File: config.mk
export PLATFORM = sky130hd
export DESIGN_NAME = dht22_read_ctrl
export DESIGN_NICKNAME = d
export VERILOG_FILES = /design/src/rtl/dht22_pkg.sv /design/src/rtl/dht22_us_tick.sv /design/src/rtl/dht22_read_ctrl.sv
export SDC_FILE = /design/constraint.sdc
export NUM_CORES = 1
export LEC_CHECK = 0
export BUFFER_PORTS_ARGS = -buffer_cell sky130_fd_sc_hd__buf_2
export CAP_MARGIN = 5
export CORE_MARGIN = 1
export CORE_UTILIZATION = 61
export CTS_CLUSTER_DIAMETER = 80
export CTS_CLUSTER_SIZE = 14
export DETAILED_ROUTE_END_ITERATION = 10
export GPL_ROUTABILITY_DRIVEN = 0
export PLACE_DENSITY = 0.88
export SLEW_MARGIN = 20
export SYNTH_ARGS = -nofsm -noshare
export SYNTH_HDL_FRONTEND = slang
export SYNTH_HIERARCHICAL = 1
export SYNTH_SLANG_ARGS = --single-unit
File: constraint.sdc
create_clock -name clk -period 5.2 [get_ports clk]
set_input_delay 0.26 -clock clk [delete_from_list [all_inputs] [get_ports clk]]
set_output_delay 0.26 -clock clk [all_outputs]
set_load 0.01 [all_outputs]
File: src/rtl/dht22_pkg.sv
// DHT22 reader shared types and helpers.
// FSM states, error codes, frame size and decode functions.
package dht22_pkg;

  typedef enum logic [2:0] {
    IDLE,
    START_LOW,
    RELEASE,
    RESP_LOW,
    RESP_HIGH,
    BIT_LOW,
    BIT_HIGH,
    CHECK
  } state_e;

  localparam logic [1:0] ERR_NONE   = 2'd0;
  localparam logic [1:0] ERR_NORESP = 2'd1;
  localparam logic [1:0] ERR_BIT    = 2'd2;
  localparam logic [1:0] ERR_CSUM   = 2'd3;

  localparam int FRAME_BITS = 40;
  localparam int CNT_W      = 21;

  // Sign-magnitude sensor word to two's complement.
  function automatic logic [15:0] dht_temp(
    input logic [15:0] w
  );
    logic [15:0] mag;
    mag = {1'b0, w[14:0]};
    return w[15] ? (~mag + 16'd1) : mag;
  endfunction

  // Wrap-around sum of the four data bytes.
  function automatic logic [7:0] dht_sum(
    input logic [FRAME_BITS-1:0] f
  );
    return f[39:32] + f[31:24] + f[23:16] + f[15:8];
  endfunction

endpackage

File: src/rtl/dht22_us_tick.sv
// Microsecond tick prescaler.
// Emits a one-cycle pulse every CLKS_PER_US clocks.
module dht22_us_tick #(
  parameter int CLKS_PER_US = 100
) (
  input  logic clk,
  input  logic rst_n,
  output logic us_tick
);

  localparam int W =
    (CLKS_PER_US > 1) ? $clog2(CLKS_PER_US) : 1;
  localparam logic [W-1:0] LAST = W'(CLKS_PER_US - 1);

  logic [W-1:0] cnt_q, cnt_d;
  logic         tick_q, tick_d;

  // Next count and tick.
  always_comb begin
    cnt_d  = cnt_q + W'(1);
    tick_d = 1'b0;
    if (cnt_q == LAST) begin
      cnt_d  = '0;
      tick_d = 1'b1;
    end
  end

  // Prescaler state.
  always_ff @(posedge clk or negedge rst_n) begin
    if (!rst_n) begin
      cnt_q  <= '0;
      tick_q <= 1'b0;
    end else begin
      cnt_q  <= cnt_d;
      tick_q <= tick_d;
    end
  end

  assign us_tick = tick_q;

endmodule

File: src/rtl/dht22_read_ctrl.sv
// DHT22 single-wire read sequencer.
// Start pulse, response timing, 40-bit decode, checksum, holdoff.
module dht22_read_ctrl
  import dht22_pkg::*;
#(
  parameter int CLKS_PER_US   = 100,
  parameter int START_LOW_US  = 1100,
  parameter int BIT_THRESH_US = 48,
  parameter int TIMEOUT_US    = 200,
  parameter int HOLDOFF_US    = 2000000
) (
  input  logic        clk,
  input  logic        rst_n,
  input  logic        req,
  input  logic        dht_in,
  output logic        dht_drive_low,
  output logic        busy,
  output logic        done,
  output logic        valid,
  output logic [1:0]  err,
  output logic [15:0] humidity,
  output logic [15:0] temperature
);

  localparam logic [CNT_W-1:0] START_C = CNT_W'(START_LOW_US);
  localparam logic [CNT_W-1:0] THR_C   = CNT_W'(BIT_THRESH_US);
  localparam logic [CNT_W-1:0] TMO_C   = CNT_W'(TIMEOUT_US);
  localparam logic [CNT_W-1:0] HOLD_C  = CNT_W'(HOLDOFF_US);
  localparam logic [5:0]       LAST_B  = 6'(FRAME_BITS - 1);

  logic us_tick;

  dht22_us_tick #(
    .CLKS_PER_US(CLKS_PER_US)
  ) u_tick (
    .clk    (clk),
    .rst_n  (rst_n),
    .us_tick(us_tick)
  );

  logic [1:0] sync_q;
  logic       prev_q;
  logic       fall, rise;

  // Pin synchronizer plus edge history; idles high like the pull-up.
  always_ff @(posedge clk or negedge rst_n) begin
    if (!rst_n) begin
      sync_q <= 2'b11;
      prev_q <= 1'b1;
    end else begin
      sync_q <= {sync_q[0], dht_in};
      prev_q <= sync_q[1];
    end
  end

  assign fall = prev_q & ~sync_q[1];
  assign rise = ~prev_q & sync_q[1];

  state_e                state_q, state_d;
  logic [CNT_W-1:0]      us_cnt_q, us_cnt_d;
  logic [CNT_W-1:0]      hold_cnt_q, hold_cnt_d;
  logic                  hold_act_q, hold_act_d;
  logic                  pend_q, pend_d;
  logic [FRAME_BITS-1:0] data_q, data_d;
  logic [5:0]            bit_idx_q, bit_idx_d;
  logic                  drive_q, drive_d;
  logic                  busy_q, busy_d;
  logic                  done_q, done_d;
  logic                  valid_q, valid_d;
  logic [1:0]            err_q, err_d;
  logic [15:0]           hum_q, hum_d;
  logic [15:0]           temp_q, temp_d;
  logic                  tmo, fin;
  logic [1:0]            fin_err;

  assign tmo = (us_cnt_q >= TMO_C);

  // Next-state, holdoff, decode and result logic.
  always_comb begin
    state_d    = state_q;
    hold_cnt_d = hold_cnt_q;
    hold_act_d = hold_act_q;
    pend_d     = pend_q;
    data_d     = data_q;
    bit_idx_d  = bit_idx_q;
    busy_d     = busy_q;
    done_d     = 1'b0;
    valid_d    = valid_q;
    err_d      = err_q;
    hum_d      = hum_q;
    temp_d     = temp_q;
    fin        = 1'b0;
    fin_err    = ERR_NONE;

    if (hold_act_q) begin
      if (hold_cnt_q >= HOLD_C) begin
        hold_act_d = 1'b0;
      end else if (us_tick) begin
        hold_cnt_d = hold_cnt_q + CNT_W'(1);
      end
    end

    unique case (state_q)
      IDLE: begin
        if (req || pend_q) begin
          if (!hold_act_q) begin
            state_d   = START_LOW;
            busy_d    = 1'b1;
            pend_d    = 1'b0;
            bit_idx_d = '0;
          end else begin
            pend_d = 1'b1;
          end
        end
      end
      START_LOW: begin
        if (us_cnt_q >= START_C) state_d = RELEASE;
      end
      RELEASE: begin
        if (fall) begin
          state_d = RESP_LOW;
        end else if (tmo) begin
          fin     = 1'b1;
          fin_err = ERR_NORESP;
        end
      end
      RESP_LOW: begin
        if (rise) begin
          state_d = RESP_HIGH;
        end else if (tmo) begin
          fin     = 1'b1;
          fin_err = ERR_NORESP;
        end
      end
      RESP_HIGH: begin
        if (fall) begin
          state_d = BIT_LOW;
        end else if (tmo) begin
          fin     = 1'b1;
          fin_err = ERR_NORESP;
        end
      end
      BIT_LOW: begin
        if (rise) begin
          state_d = BIT_HIGH;
        end else if (tmo) begin
          fin     = 1'b1;
          fin_err = ERR_BIT;
        end
      end
      BIT_HIGH: begin
        if (fall) begin
          data_d    = {data_q[FRAME_BITS-2:0],
                       (us_cnt_q > THR_C)};
          bit_idx_d = bit_idx_q + 6'd1;
          state_d   = (bit_idx_q == LAST_B) ? CHECK : BIT_LOW;
        end else if (tmo) begin
          fin     = 1'b1;
          fin_err = ERR_BIT;
        end
      end
      CHECK: begin
        fin = 1'b1;
        if (dht_sum(data_q) == data_q[7:0]) begin
          valid_d = 1'b1;
          hum_d   = data_q[39:24];
          temp_d  = dht_temp(data_q[23:8]);
        end else begin
          fin_err = ERR_CSUM;
        end
      end
      default: state_d = IDLE;
    endcase

    if (fin) begin
      state_d    = IDLE;
      busy_d     = 1'b0;
      done_d     = 1'b1;
      err_d      = fin_err;
      hold_act_d = 1'b1;
      hold_cnt_d = '0;
      if (fin_err != ERR_NONE) valid_d = 1'b0;
    end

    if (state_d != state_q) begin
      us_cnt_d = '0;
    end else if (us_tick && (us_cnt_q != '1)) begin
      us_cnt_d = us_cnt_q + CNT_W'(1);
    end else begin
      us_cnt_d = us_cnt_q;
    end

    drive_d = (state_d == START_LOW);
  end

  // FSM and registered outputs.
  always_ff @(posedge clk or negedge rst_n) begin
    if (!rst_n) begin
      state_q    <= IDLE;
      us_cnt_q   <= '0;
      hold_cnt_q <= '0;
      hold_act_q <= 1'b0;
      pend_q     <= 1'b0;
      data_q     <= '0;
      bit_idx_q  <= '0;
      drive_q    <= 1'b0;
      busy_q     <= 1'b0;
      done_q     <= 1'b0;
      valid_q    <= 1'b0;
      err_q      <= ERR_NONE;
      hum_q      <= '0;
      temp_q     <= '0;
    end else begin
      state_q    <= state_d;
      us_cnt_q   <= us_cnt_d;
      hold_cnt_q <= hold_cnt_d;
      hold_act_q <= hold_act_d;
      pend_q     <= pend_d;
      data_q     <= data_d;
      bit_idx_q  <= bit_idx_d;
      drive_q    <= drive_d;
      busy_q     <= busy_d;
      done_q     <= done_d;
      valid_q    <= valid_d;
      err_q      <= err_d;
      hum_q      <= hum_d;
      temp_q     <= temp_d;
    end
  end

  assign dht_drive_low = drive_q;
  assign busy          = busy_q;
  assign done          = done_q;
  assign valid         = valid_q;
  assign err           = err_q;
  assign humidity      = hum_q;
  assign temperature   = temp_q;

endmodule

==> results.py <==
metrics = {
    "critical_path": {
        "crit_fanout": 32,
        "cp_top_family": "adder cells",
        "crit_path_end_kind": "flop",
        "crit_buf_inv": 3,
        "cp_slowest_cell": "fa_1",
        "slowest_delay_ns": 0.58,
        "worstPathArrival_ns": 4.69,
        "start_kind": "flop",
        "crit_top_cell": "fa_1",
        "path_cells": "fa_1 -> inv_1 -> fa_1 -> inv_1 -> ha_1 -> fa_1 -> a21o_1 -> a21oi_1 -> o21ai_0 -> xnor2_1 -> nor4_4 -> buf_4 -> mux2_2",
        "worstSetupPathType": "reg -> reg",
        "worstPathRequired_ns": 5.50,
    },
    "timing": {
        "finClkSkew_ns": 0.00901,
        "setup_viol": 0,
        "finalCritPeriodShare": 0.844,
        "drv_slew": 0,
        "fin_ws_ns": 0.811,
        "period_minus_slack_ns": 4.39,
        "relSlewSlack": 0.431,
        "rsz0062_at_grt": "no",
        "fmax_ghz": 0.228,
        "tightest_slew_ns": 0.852,
        "tns_ns": 0,
        "hold_viol": 0,
    },
    "global_route": {
        "grt_use_total": 0.258,
        "grt_max_degree": 84,
        "grtUsageMet2": 0.431,
        "met1_usage": 0.322,
        "busiest_layer": "met2",
        "grt_pass1_wl_um": 25600,
        "globalRouteOverflowTotal": 0,
        "grt_pass1_vias": 5289,
        "grtUsageMet3": 0.0509,
        "antenna_found_initial": 0,
    },
    "cts": {
        "cts_resized": 0,
        "cts_hold_buf": 2,
        "h-tree-depth": 4,
        "post_cts_buffers": 0,
        "cts_inserted_buffers": 17,
        "cts_tree": "built",
        "root_buffer": "clkbuf_16",
        "cts_max_path_buffers": 2,
        "clock_latency_ns": 0.42,
        "numClockSinks": 142,
        "clk_pin_slew_worst_paths_ns": 0.06,
    },
    "pwr": {
        "switching_power_w": 0.000824,
        "pwr-share-clk": 0.430,
        "pwr-share-comb": 0.146,
        "power.density_nw_per_um2": 342,
        "peakVddDrop_mv": 0.204,
        "switching_share": 0.286,
        "internal_power_w": 0.00206,
        "p_seq_frac": 0.424,
        "p_leak_nw": 4.04,
    },
    "final_layout": {
        "design_area_um2": 8430,
        "final_cells": 853,
        "nets": 725,
        "drive_gt1_frac": 0.271,
        "areaGrowthSynthToFinish_pct": 11.8,
        "n_antenna_cell": 0,
        "fin_util": 0.702,
    },
    "placement": {
        "place_ws_ns": 0.883,
        "hpwl_um": 9870,
        "dp_cells": 819,
        "placed_area_um2": 7800,
        "port_buffers": 41,
    },
    "logic_synthesis": {
        "yosysTopAreaCell": "dfrtp_1",
        "synth_common_cells": "139 x dfrtp_1, 52 x nor2_1, 51 x xnor2_1",
        "yosysTopAreaCellShare": 0.461,
        "async_reset_ff_frac": 1.00,
        "synth_seq_cells": 142,
        "seq_area_frac_synth": 0.472,
        "synthesis.area_um2": 7540,
        "ys.flop_type": "dfrtp_1",
        "postSynthAreaPerCell_um2": 11.6,
        "synthCells": 652,
        "synth_edf_count": 0,
        "synth_area_leaders": "dfrtp_1 46%, xnor2_1 5.9%, mux2_4 5.8%",
        "yosysWarningCount": 6,
        "synth_nets": 684,
        "yosysMostFrequentCell": "dfrtp_1",
        "synth_cell_types": 72,
    },
    "floorplanning": {
        "start_util": 0.628,
        "die_x_um": 113,
        "die_h_um": 113,
        "rows": 40,
        "io_pins": 42,
        "floorplan.die_area_um2": 12800,
        "design.core.area_um2": 12000,
    },
    "job": {
        "max-cap-violations": 0,
    },
    "drt": {
        "vias": 5091,
        "drt_wl_total_um": 15100,
        "wl_per_cell_um": 17.7,
        "drc": 0,
        "vias_per_cell": 5.97,
        "drt_iter0_markers": 316,
        "firstDrtPassIters": 5,
        "drt.antenna.violating_nets": 0,
    },
    "hold_path": {
        "min_path_type": "in -> reg",
    },
    "run_status": {
        "status": "complete, no violations",
    },
}
==> layer usage <==
metal | part of all wire | wire length [um]
met5 | 0 | 0
met4 | 0.032 | 484
met3 | 0.038 | 581
met2 | 0.51 | 7690
met1 | 0.42 | 6380
==> through the flow <==
stage / hold WS, ns / power [W]
floorplan: -0.0356 / 0.00160
global placement: 0.345 / 0.00163
detailed placement: 0.347 / 0.00165
CTS: 0.146 / 0.00290
global route: 0.199 / 0.00299
finish: 0.160 / 0.00288
==> cell type report <==
type | instances | area, um2
Multi-Input combinational cell | 460 | 3730
Clock buffer | 19 | 443
Inverter | 26 | 97.6
Fill cell | 787 | 3580
Sequential cell | 142 | 3560
Tap cell | 147 | 184
Clock inverter | 13 | 165
Timing Repair Buffer | 46 | 254
==> sequential cells by signal (all words and copies together) (netlist names), 3 cells and up <==
| name | cells |
|---|---|
| bit_idx_q | 6 |
| temperature | 16 |
| u_tick/cnt_q | 7 |
| us_cnt_q | 21 |
| hold_cnt_q | 21 |
| state_q | 3 |
| humidity | 16 |
| data_q | 40 |
==> path summary, 6_finish.rpt <==
kind	start	to	slack, ns	cells after the start
setup / recovery	data_q[9]$_DFFE_PN0P_	temperature[2]$_DFFE_PN0P_	0.81	13
hold / removal	req	pend_q$_DFFE_PN0P_	0.16	3
setup reg to reg	data_q[9]$_DFFE_PN0P_	temperature[2]$_DFFE_PN0P_	0.81	13
hold reg to reg	sync_q[0]$_DFF_PN1_	sync_q[1]$_DFF_PN1_	0.35	0
max in group asynchronous	rst_n	data_q[33]$_DFFE_PN0P_	3.54	3
min in group asynchronous	rst_n	hold_cnt_q[4]$_DFFE_PN0P_	0.44	2
==> kinds of logic (layout without fill, tap and decap cells) <==
kind of cell / Yosys count / after routing / synth area share
multiplexers: 69 / 69 / 0.117
AO/OA/AOI/OAI: 73 / 73 / 0.0695
AND/OR/NAND/NOR: 214 / 214 / 0.158
flip-flops: 142 / 142 / 0.472
adder cells (fa/ha/maj): 29 / 29 / 0.0617
buffers and inverters: 50 / 104 / 0.0348
XOR/XNOR: 75 / 75 / 0.0871
==> power groups by stage <==
stage	clock, W	combinational (W)	sequential (W)
5_1_grt	0.00130	0.000460	0.00123
6_report	0.00124	0.000420	0.00122
4_1_cts	0.00126	0.000420	0.00122
2_1_floorplan	0	0.000384	0.00121
3_3_place_gp	0	0.000397	0.00123
3_5_place_dp	0	0.000414	0.00124
==> cell usage in the layout, fill, tap and decap left out, types with 9 or more instances in the layout <==
master and n:
fa_1 14, inv_1 25, a31oi_1 9, nor3_1 11, mux2_4 29, nand2_1 37
dfrtp_1 139, xor2_1 24, o21ai_0 17, nand3_1 32, nor2_2 22, nand4_1 12
a21oi_1 11, ha_1 14, buf_2 40, xnor2_1 51, nor2_1 51, clkbuf_16 17
mux2_2 37
==> worst register-to-register path, cell delays in order, from the launching register on <==
cell	delay [ns]
dfrtp_1	0.45
fa_1	0.58
inv_1	0.07
fa_1	0.50
inv_1	0.05
ha_1	0.23
fa_1	0.44
a21o_1	0.18
a21oi_1	0.21
o21ai_0	0.17
xnor2_1	0.20
nor4_4	0.26
buf_4	0.54
mux2_2	0.41
No activity file was read; power rests on OpenSTA's default activity.
